File: config.mk
export PLATFORM = sky130hd
export DESIGN_NAME = ifft8_pipeline
export DESIGN_NICKNAME = d
export VERILOG_FILES = /design/src/rtl/ifft8_pkg.sv /design/src/rtl/ifft8_bfly.sv /design/src/rtl/ifft8_pipeline.sv
export SDC_FILE = /design/constraint.sdc
export NUM_CORES = 1
export LEC_CHECK = 0
export BUFFER_PORTS_ARGS = -buffer_cell sky130_fd_sc_hd__buf_2
export CAP_MARGIN = 30
export CORE_ASPECT_RATIO = 1.4
export CORE_MARGIN = 1.5
export CORE_UTILIZATION = 55
export DETAILED_ROUTE_END_ITERATION = 10
export PLACE_DENSITY = 0.77
export SLEW_MARGIN = 20
export SYNTH_ARGS = -nofsm -noshare
export SYNTH_HDL_FRONTEND = slang
export SYNTH_SLANG_ARGS = --single-unit
File: constraint.sdc
create_clock -name clk -period 5.9 [get_ports clk]
set_input_delay 0 -clock clk [delete_from_list [all_inputs] [get_ports clk]]
set_output_delay 0 -clock clk [all_outputs]
set_load 0.05 [all_outputs]
File: src/rtl/ifft8_pkg.sv
// ifft8_pkg: shared widths, twiddle constant, lane/twiddle types and index helpers
// for the 8-point inverse FFT pipeline.
package ifft8_pkg;

   localparam int CW_DEF = 4;
   localparam int TW_DEF = 8;

   // round(0.7071 * 2^(tw-1)) in pure integer arithmetic
   function automatic int c707(input int tw);
      return (7071 * (1 << (tw - 1)) + 5000) / 10000;
   endfunction

   localparam int C707 = c707(TW_DEF);

   typedef struct packed {
      logic signed [CW_DEF-1:0] im;
      logic signed [CW_DEF-1:0] re;
   } lane_t;

   typedef enum logic [1:0] {TW_ONE, TW_J, TW_W1, TW_W3} tw_sel_e;

   function automatic logic [2:0] bitrev3(input logic [2:0] k);
      return {k[0], k[1], k[2]};
   endfunction

   // Maps a conjugate-twiddle exponent (W8^-e) onto the butterfly select.
   function automatic tw_sel_e tw_for(input int e);
      case (e)
         0:       return TW_ONE;
         1:       return TW_W1;
         2:       return TW_J;
         default: return TW_W3;
      endcase
   endfunction

endpackage

File: src/rtl/ifft8_bfly.sv
// ifft8_bfly: combinational radix-2 butterfly, top = a + W*b, bottom = a - W*b.
// IFFT_SCALE_EN defined: each output is the CW+1-bit sum shifted right by one (floor).
module ifft8_bfly
   import ifft8_pkg::*;
#(
   parameter int CW = CW_DEF,
   parameter int TW = TW_DEF
) (
   input  logic [2*CW-1:0] a,
   input  logic [2*CW-1:0] b,
   input  tw_sel_e         tw_sel,
   output logic [2*CW-1:0] top,
   output logic [2*CW-1:0] bot
);
   localparam int PW = CW + TW + 1;
   localparam int CV = c707(TW);

   // W*b as {im, re}, each CW+1 bits so the exact +j rotation keeps -(-2^(CW-1)).
   function automatic logic [2*CW+1:0] twiddle(input logic signed [CW-1:0] br,
                                                input logic signed [CW-1:0] bi,
                                                input tw_sel_e            sel);
      logic signed [PW-1:0] xr, xi, cr, ci, pr, pi;
      logic signed [CW:0]   wr, wi;
      xr = PW'(br);
      xi = PW'(bi);
      cr = PW'(CV);
      ci = PW'(CV);
      if (sel == TW_W3) cr = -cr;
      pr = (xr * cr - xi * ci) >>> (TW - 1);
      pi = (xr * ci + xi * cr) >>> (TW - 1);
      wr = (CW+1)'(signed'(CW'(pr)));
      wi = (CW+1)'(signed'(CW'(pi)));
      case (sel)
         TW_ONE: begin
            wr = (CW+1)'(br);
            wi = (CW+1)'(bi);
         end
         TW_J: begin
            wr = -((CW+1)'(bi));
            wi = (CW+1)'(br);
         end
         default: ;
      endcase
      return {wi, wr};
   endfunction

   function automatic logic [CW-1:0] bf_comp(input logic signed [CW-1:0] ac,
                                             input logic signed [CW:0]   wc,
                                             input logic                 sub);
      logic signed [CW:0] s;
      s = sub ? ((CW+1)'(ac) - wc) : ((CW+1)'(ac) + wc);
`ifdef IFFT_SCALE_EN
      return CW'(s >>> 1);
`else
      return CW'(s);
`endif
   endfunction

   logic [2*CW+1:0] wb;

   assign wb  = twiddle(b[CW-1:0], b[2*CW-1:CW], tw_sel);
   assign top = {bf_comp(a[2*CW-1:CW], wb[2*CW+1:CW+1], 1'b0),
                 bf_comp(a[CW-1:0],    wb[CW:0],        1'b0)};
   assign bot = {bf_comp(a[2*CW-1:CW], wb[2*CW+1:CW+1], 1'b1),
                 bf_comp(a[CW-1:0],    wb[CW:0],        1'b1)};

endmodule

File: src/rtl/ifft8_pipeline.sv
// ifft8_pipeline: input register plus three DIT butterfly stages, valid/ready on both sides,
// whole-pipe stall on output backpressure. IFFT_SCALE_EN selects the 1/8-scaled variant.
module ifft8_pipeline
   import ifft8_pkg::*;
#(
   parameter int CW = CW_DEF,
   parameter int TW = TW_DEF
) (
   input  logic             clk,
   input  logic             reset,
   input  logic             in_valid,
   output logic             in_ready,
   input  logic [16*CW-1:0] in_data,
   output logic             out_valid,
   input  logic             out_ready,
   output logic [16*CW-1:0] out_data
);
   localparam int LW = 2 * CW;
   localparam int VW = 8 * LW;

   logic          stall;
   logic [VW-1:0] bitrev_vec;
   logic [VW-1:0] data_p0_d, data_p0_q;
   logic [VW-1:0] data_p1_d, data_p1_q;
   logic [VW-1:0] data_p2_d, data_p2_q;
   logic [VW-1:0] data_p3_d, data_p3_q;
   logic          vld_p0_d, vld_p0_q;
   logic          vld_p1_d, vld_p1_q;
   logic          vld_p2_d, vld_p2_q;
   logic          vld_p3_d, vld_p3_q;
   logic [VW-1:0] stage_in  [3];
   logic [VW-1:0] stage_res [3];
   logic [LW-1:0] lane_res  [3][8];

   always_comb begin
      bitrev_vec = '0;
      for (int k = 0; k < 8; k++) begin
         bitrev_vec[int'(bitrev3(3'(k)))*LW +: LW] = in_data[k*LW +: LW];
      end
   end

   assign stage_in[0] = data_p0_q;
   assign stage_in[1] = data_p1_q;
   assign stage_in[2] = data_p2_q;

   // Stage s pairs positions (t, t+2^s) with twiddle W8^-(offset * 4/2^s).
   for (genvar s = 0; s < 3; s++) begin : g_stage
      for (genvar i = 0; i < 4; i++) begin : g_bfly
         localparam int      H    = 1 << s;
         localparam int      OFF  = i % H;
         localparam int      TOP  = (i / H) * 2 * H + OFF;
         localparam tw_sel_e TSEL = tw_for(OFF * (4 / H));

         ifft8_bfly #(.CW(CW), .TW(TW)) u_bfly (
            .a      (stage_in[s][TOP*LW +: LW]),
            .b      (stage_in[s][(TOP+H)*LW +: LW]),
            .tw_sel (TSEL),
            .top    (lane_res[s][TOP]),
            .bot    (lane_res[s][TOP+H])
         );
      end
   end

   always_comb begin
      for (int s = 0; s < 3; s++) begin
         stage_res[s] = '0;
         for (int k = 0; k < 8; k++) begin
            stage_res[s][k*LW +: LW] = lane_res[s][k];
         end
      end
   end

   always_comb begin
      stall     = vld_p3_q & ~out_ready;
      data_p0_d = data_p0_q;
      data_p1_d = data_p1_q;
      data_p2_d = data_p2_q;
      data_p3_d = data_p3_q;
      vld_p0_d  = vld_p0_q;
      vld_p1_d  = vld_p1_q;
      vld_p2_d  = vld_p2_q;
      vld_p3_d  = vld_p3_q;
      if (!stall) begin
         data_p0_d = bitrev_vec;
         vld_p0_d  = in_valid;
         data_p1_d = stage_res[0];
         vld_p1_d  = vld_p0_q;
         data_p2_d = stage_res[1];
         vld_p2_d  = vld_p1_q;
         data_p3_d = stage_res[2];
         vld_p3_d  = vld_p2_q;
      end
   end

   always_ff @(posedge clk or posedge reset) begin
      if (reset) begin
         data_p0_q <= '0;
         data_p1_q <= '0;
         data_p2_q <= '0;
         data_p3_q <= '0;
         vld_p0_q  <= 1'b0;
         vld_p1_q  <= 1'b0;
         vld_p2_q  <= 1'b0;
         vld_p3_q  <= 1'b0;
      end else begin
         // p0: bit-reversed input, p1..p3: outputs of butterfly stages 1..3
         data_p0_q <= data_p0_d;
         data_p1_q <= data_p1_d;
         data_p2_q <= data_p2_d;
         data_p3_q <= data_p3_d;
         vld_p0_q  <= vld_p0_d;
         vld_p1_q  <= vld_p1_d;
         vld_p2_q  <= vld_p2_d;
         vld_p3_q  <= vld_p3_d;
      end
   end

   assign in_ready  = ~stall;
   assign out_valid = vld_p3_q;
   assign out_data  = data_p3_q;

endmodule

# Word-level counts from Yosys, hierarchy flattened
# Index checks and enable logic that the tools add are counted.
# totals
register_bits,260
inputBits,68
output_inout_bits,66
word_cells,72
# op_classes
addsub,55
mul,6
bitwise,3
# ops
op,count
4-bit adder,24
4-bit subtractor,24
"4-bit by 8-bit multiplier with 11-bit output, second input constant",6
11-bit adder,2
11-bit subtractor,2
4-bit negation,3
1-bit NOT,2
1-bit bitwise AND,1

# Depth between registers and ports, before layout
# depth
depth_word,3
mapped_depth,24

# By module
# From an unflattened synthesis, not the netlist that was laid out.
# unflattened
hier_cells,5407
area_unflattened_um2,53422.5
# modules_own_cells
mod,instances,cells_each,area_each_um2,seq_area_each_um2
ifft8_bfly (g_stage[0].g_bfly[0].u_bfly ...),7,407,3568.4,0.0
ifft8_pipeline,1,554,10685.2,6506.2
ifft8_bfly (g_stage[1].g_bfly[3].u_bfly),1,407,3637.2,0.0
ifft8_bfly (g_stage[2].g_bfly[0].u_bfly),1,403,3608.5,0.0
ifft8_bfly (g_stage[2].g_bfly[1].u_bfly),1,404,3608.5,0.0
ifft8_bfly (g_stage[2].g_bfly[3].u_bfly),1,395,3453.3,0.0
ifft8_bfly (g_stage[2].g_bfly[2].u_bfly),1,395,3450.8,0.0

# Worst setup path before layout
# No wires, ideal clock.
# synth_path
kind,reg-to-reg
startpoint,register data_p2_q[60]
endpoint,"register data_p3_q[27], in the netlist out_data[27]"
t_arrival_ps,5156
required_ps,5736
setup_slack_ps,580
stages_incl_launch_ff,21
path_buffers,0
synth_period_minus_slack_ps,5320
path_cell_list,dfrtp_1 -> inv_1 -> fa_1 -> inv_1 -> ha_1 -> fa_1 -> inv_1 -> fa_1 -> ha_1 -> ha_1 -> a2111oi_0 -> o21ai_1 -> o21a_1 -> and2_1 -> o21a_1 -> nor2_1 -> xnor2_1 -> ha_1 -> a21oi_1 -> xor2_1 -> a21oi_1
# synth_via
elab_chain_cells,3
# synth_lines
item,line_no,rtl
start: declaration,ifft8_pipeline.sv:25,"logic [VW-1:0] data_p2_d, data_p2_q;"
start signal: assignment,ifft8_pipeline.sv:109,data_p2_q <= data_p2_d;
4-bit by 8-bit multiplier with 11-bit output,ifft8_bfly.sv:29,pr = (xr * cr - xi * ci) >>> (TW - 1);
11-bit subtractor,ifft8_bfly.sv:29,
4-bit adder,ifft8_bfly.sv:51,s = sub ? ((CW+1)'(ac) - wc) : ((CW+1)'(ac) + wc);
end signal: assignment,ifft8_pipeline.sv:110,data_p3_q <= data_p3_d;
end: declaration,ifft8_pipeline.sv:26,"logic [VW-1:0] data_p3_d, data_p3_q;"
# No other way between the ends.
# A chain may end at the register's enable or synchronous reset.

# Worst setup path after layout
# layout_path
startpoint,register data_p2_q[63]
endpoint,"register data_p3_q[27], in the netlist out_data[27]"
# Same word-level chain as after synthesis.

==> impl_metrics.json <==
{
  "cts_buffer_depth": 3,
  "finalNetCount": 2405,
  "ys_types": 50,
  "grt_overflow": 0,
  "drc": 0,
  "netlist.top_cell.by_area": "dfrtp_1",
  "tightest_slew_ns": 0.926,
  "dp_hpwl_mm": 26.9,
  "initial_core_util": 0.558,
  "cp_max_fo": 12,
  "synth_edf_count": 0,
  "synth.area.top_cells": "dfrtp_1, ha_1, fa_1, inv_1, a21oi_1",
  "cp-start-kind": "flip-flop",
  "maxCapViolations": 0,
  "gp_congestion": 0.887,
  "slowest_delay_ns": 0.53,
  "async_flop_share": 1.00,
  "synth_top_area_frac": 0.344,
  "timing.fmax_ghz": 0.184,
  "hold_path_class": "primary input to asynchronous set/reset pin",
  "grt_max_degree": 165,
  "cts_tree": "built",
  "cts_made_buffers": 24,
  "io_pins": 134,
  "arrival_ns": 5.86,
  "fp-row-count": 76,
  "dieWidth_um": 152,
  "tns_ns": 0,
  "grt_setup_unrepaired": "false",
  "ys_seq_elements": 236,
  "area_growth_pct": 14.6,
  "maxSlewHeadroom": 0.383,
  "grt_pass1_vias": 12739,
  "endpoint_kind": "flip-flop",
  "grt_pass1_wl_mm": 60.7,
  "crit_type": "flip-flop to flip-flop",
  "fin_hold_ws_ns": 0.0620,
  "critPathSlowestCell": "fa_1",
  "fin_crit_ns": 5.44,
  "fin_skew_ns": 0.0298,
  "synth_cells": 1810,
  "dr.pass1.iters": 5,
  "ys_warn_count": 0,
  "hold_violations": 0,
  "post_cts_buffers": 0,
  "core_area_mm2": 0.0308,
  "rrSetupSlack_ns": 0.46,
  "port-buffer-count": 133,
  "ys.flop_type": "dfrtp_1",
  "syn_nets": 2230,
  "crit_chain": "inv_1 > ha_1 > inv_1 > ha_1 > ha_1 > inv_1 > fa_1 > inv_1 > fa_1 > inv_1 > ha_1 > a2111oi_1 > o21ai_1 > o21a_1 > and2_1 > nor2_1 > xnor2_1 > ha_1 > a21o_1 > a21oi_1 > xor2_1 > a21oi_1",
  "vias": 12343,
  "clock-sinks": 236,
  "wire_per_inst_um": 15.1,
  "drtIter0Drc": 559,
  "setup_viol": 0,
  "h-tree-depth": 1,
  "cts_root_buffer": "clkbuf_16",
  "ys_seq_area_frac": 0.344,
  "fillCellCount": 2493,
  "yosysMostFrequentCell": "ha_1",
  "slew_viol_final": 0,
  "insertion_delay_ns": 0.55,
  "period_share": 0.922,
  "ant_nets": 0,
  "crit_required_ns": 6.32,
  "synth_area_mm2": 0.0172,
  "outcome": "complete, no violations",
  "wirelength_mm": 36.2,
  "drive_gt1_frac": 0.0986,
  "die_h_um": 212,
  "via_per_inst": 5.17,
  "dieArea_mm2": 0.0323,
  "antenna_found_initial": 0,
  "grt_usage": 0.230,
  "path_clk_slew_ns": 0.07,
  "synth_common_cells": "ha_1, inv_1, dfrtp_1",
  "n_antenna_cell": 0,
  "synth_area_per_cell_um2": 9.49
}
## routing by layer
layer  vias up  routed length [µm]  share of wire  GRT usage
li1       6089                   -              -          -
met3        63                1120          0.031     0.0230
met1      6000               14700           0.41      0.269
met5         -                   0              0          0
met2       191               19300           0.53      0.437
met4         0                1060          0.029     0.0757
## worst paths after layout
kind,from,end,cells past startpoint
worst max-delay path,data_p2_q[63],out_data[27],22
worst min-delay path,reset,data_p2_q[38],4
worst max register to register,data_p2_q[63],out_data[27],22
worst min register to register,out_data[17],out_data[17],2
max in group asynchronous,reset,data_p1_q[63],4
min in group clk,in_data[18],data_p0_q[18],4
## metrics by stage
stage / cell area, µm² / worst slack [ns] / cells / util
finish: 19700 / 0.463 / 2387 / 0.639
global route: 19700 / 0.0262 / 2387 / 0.639
CTS: 19600 / 0.219 / 2385 / 0.637
detailed placement: 18200 / 0.239 / 2281 / 0.590
global placement: 18200 / 0.558 / 2281 / 0.590
floorplan: 17200 / 0.580 / 1810 / -
## layout by cell type (no fill, tap or decap), types with 3 or more instances in the layout
cell type	instances
a211oi_1	3
a21o_1	13
a21oi_1	166
a31oi_1	3
and3_1	3
buf_2	133
buf_4	8
bufinv_16	3
clkbuf_16	24
clkbuf_8	4
clkinv_2	3
dfrtp_1	235
dlygate4sd3_1	66
fa_1	88
ha_1	264
inv_1	237
nand2_1	221
nand2b_1	4
nand3_1	4
nor2_1	181
nor2b_1	7
nor3_1	6
o21a_1	3
o21ai_0	8
o21ai_1	88
o21bai_1	22
xnor2_1	80
xnor3_1	6
xor2_1	74
## final cells by class
class                      count  area, µm²  share of cell area
timing repair buffer         210       1460              0.0742
multi-input combinational   1273      10100               0.514
clock buffer                  30        663              0.0337
clock inverter                 8        130             0.00661
sequential                   236       5910               0.300
tap                          390        488              0.0248
inverter                     240        912              0.0463
## flip-flops by register name (all words and copies together) (netlist names)
register / count
vld_p0_q: 1
data_p0_q: 64
vld_p1_q: 1
out_data: 56
data_p2_q: 56
out_valid: 1
data_p1_q: 56
vld_p2_q: 1
## kinds of logic (layout without fill, tap and decap cells)
family	Yosys count	in the layout	synth area share
xor+xnor	162	162	0.0882
fa+ha+maj	352	352	0.295
flops	236	236	0.344
buf+inv	301	488	0.0676
mux	3	3	0.00197
compound gates	320	320	0.104
simple gates	436	436	0.0997
## critical path: cells and delay by family, from the launching register on
family,cells,cell delay [ns]
xor gates and xnor gates,2,0.40
and+or+nand+nor,2,0.32
AOI/OAI and AO/OA,6,1.11
DFF,1,0.49
adders and majority gates,7,2.55
buffers and inverters,5,0.41
## timing repair
| item | CTS | global route |
|---|---|---|
| resized for setup | 0 | 2 |
| endpoints found under the hold margin | 301 | 0 |
| hold buffers | 66 | 0 |
| setup endpoints to repair | 0 | 2 |
Power is not shown: default switching activity piles up to over one toggle a cycle in this logic, so the estimate is an artifact.
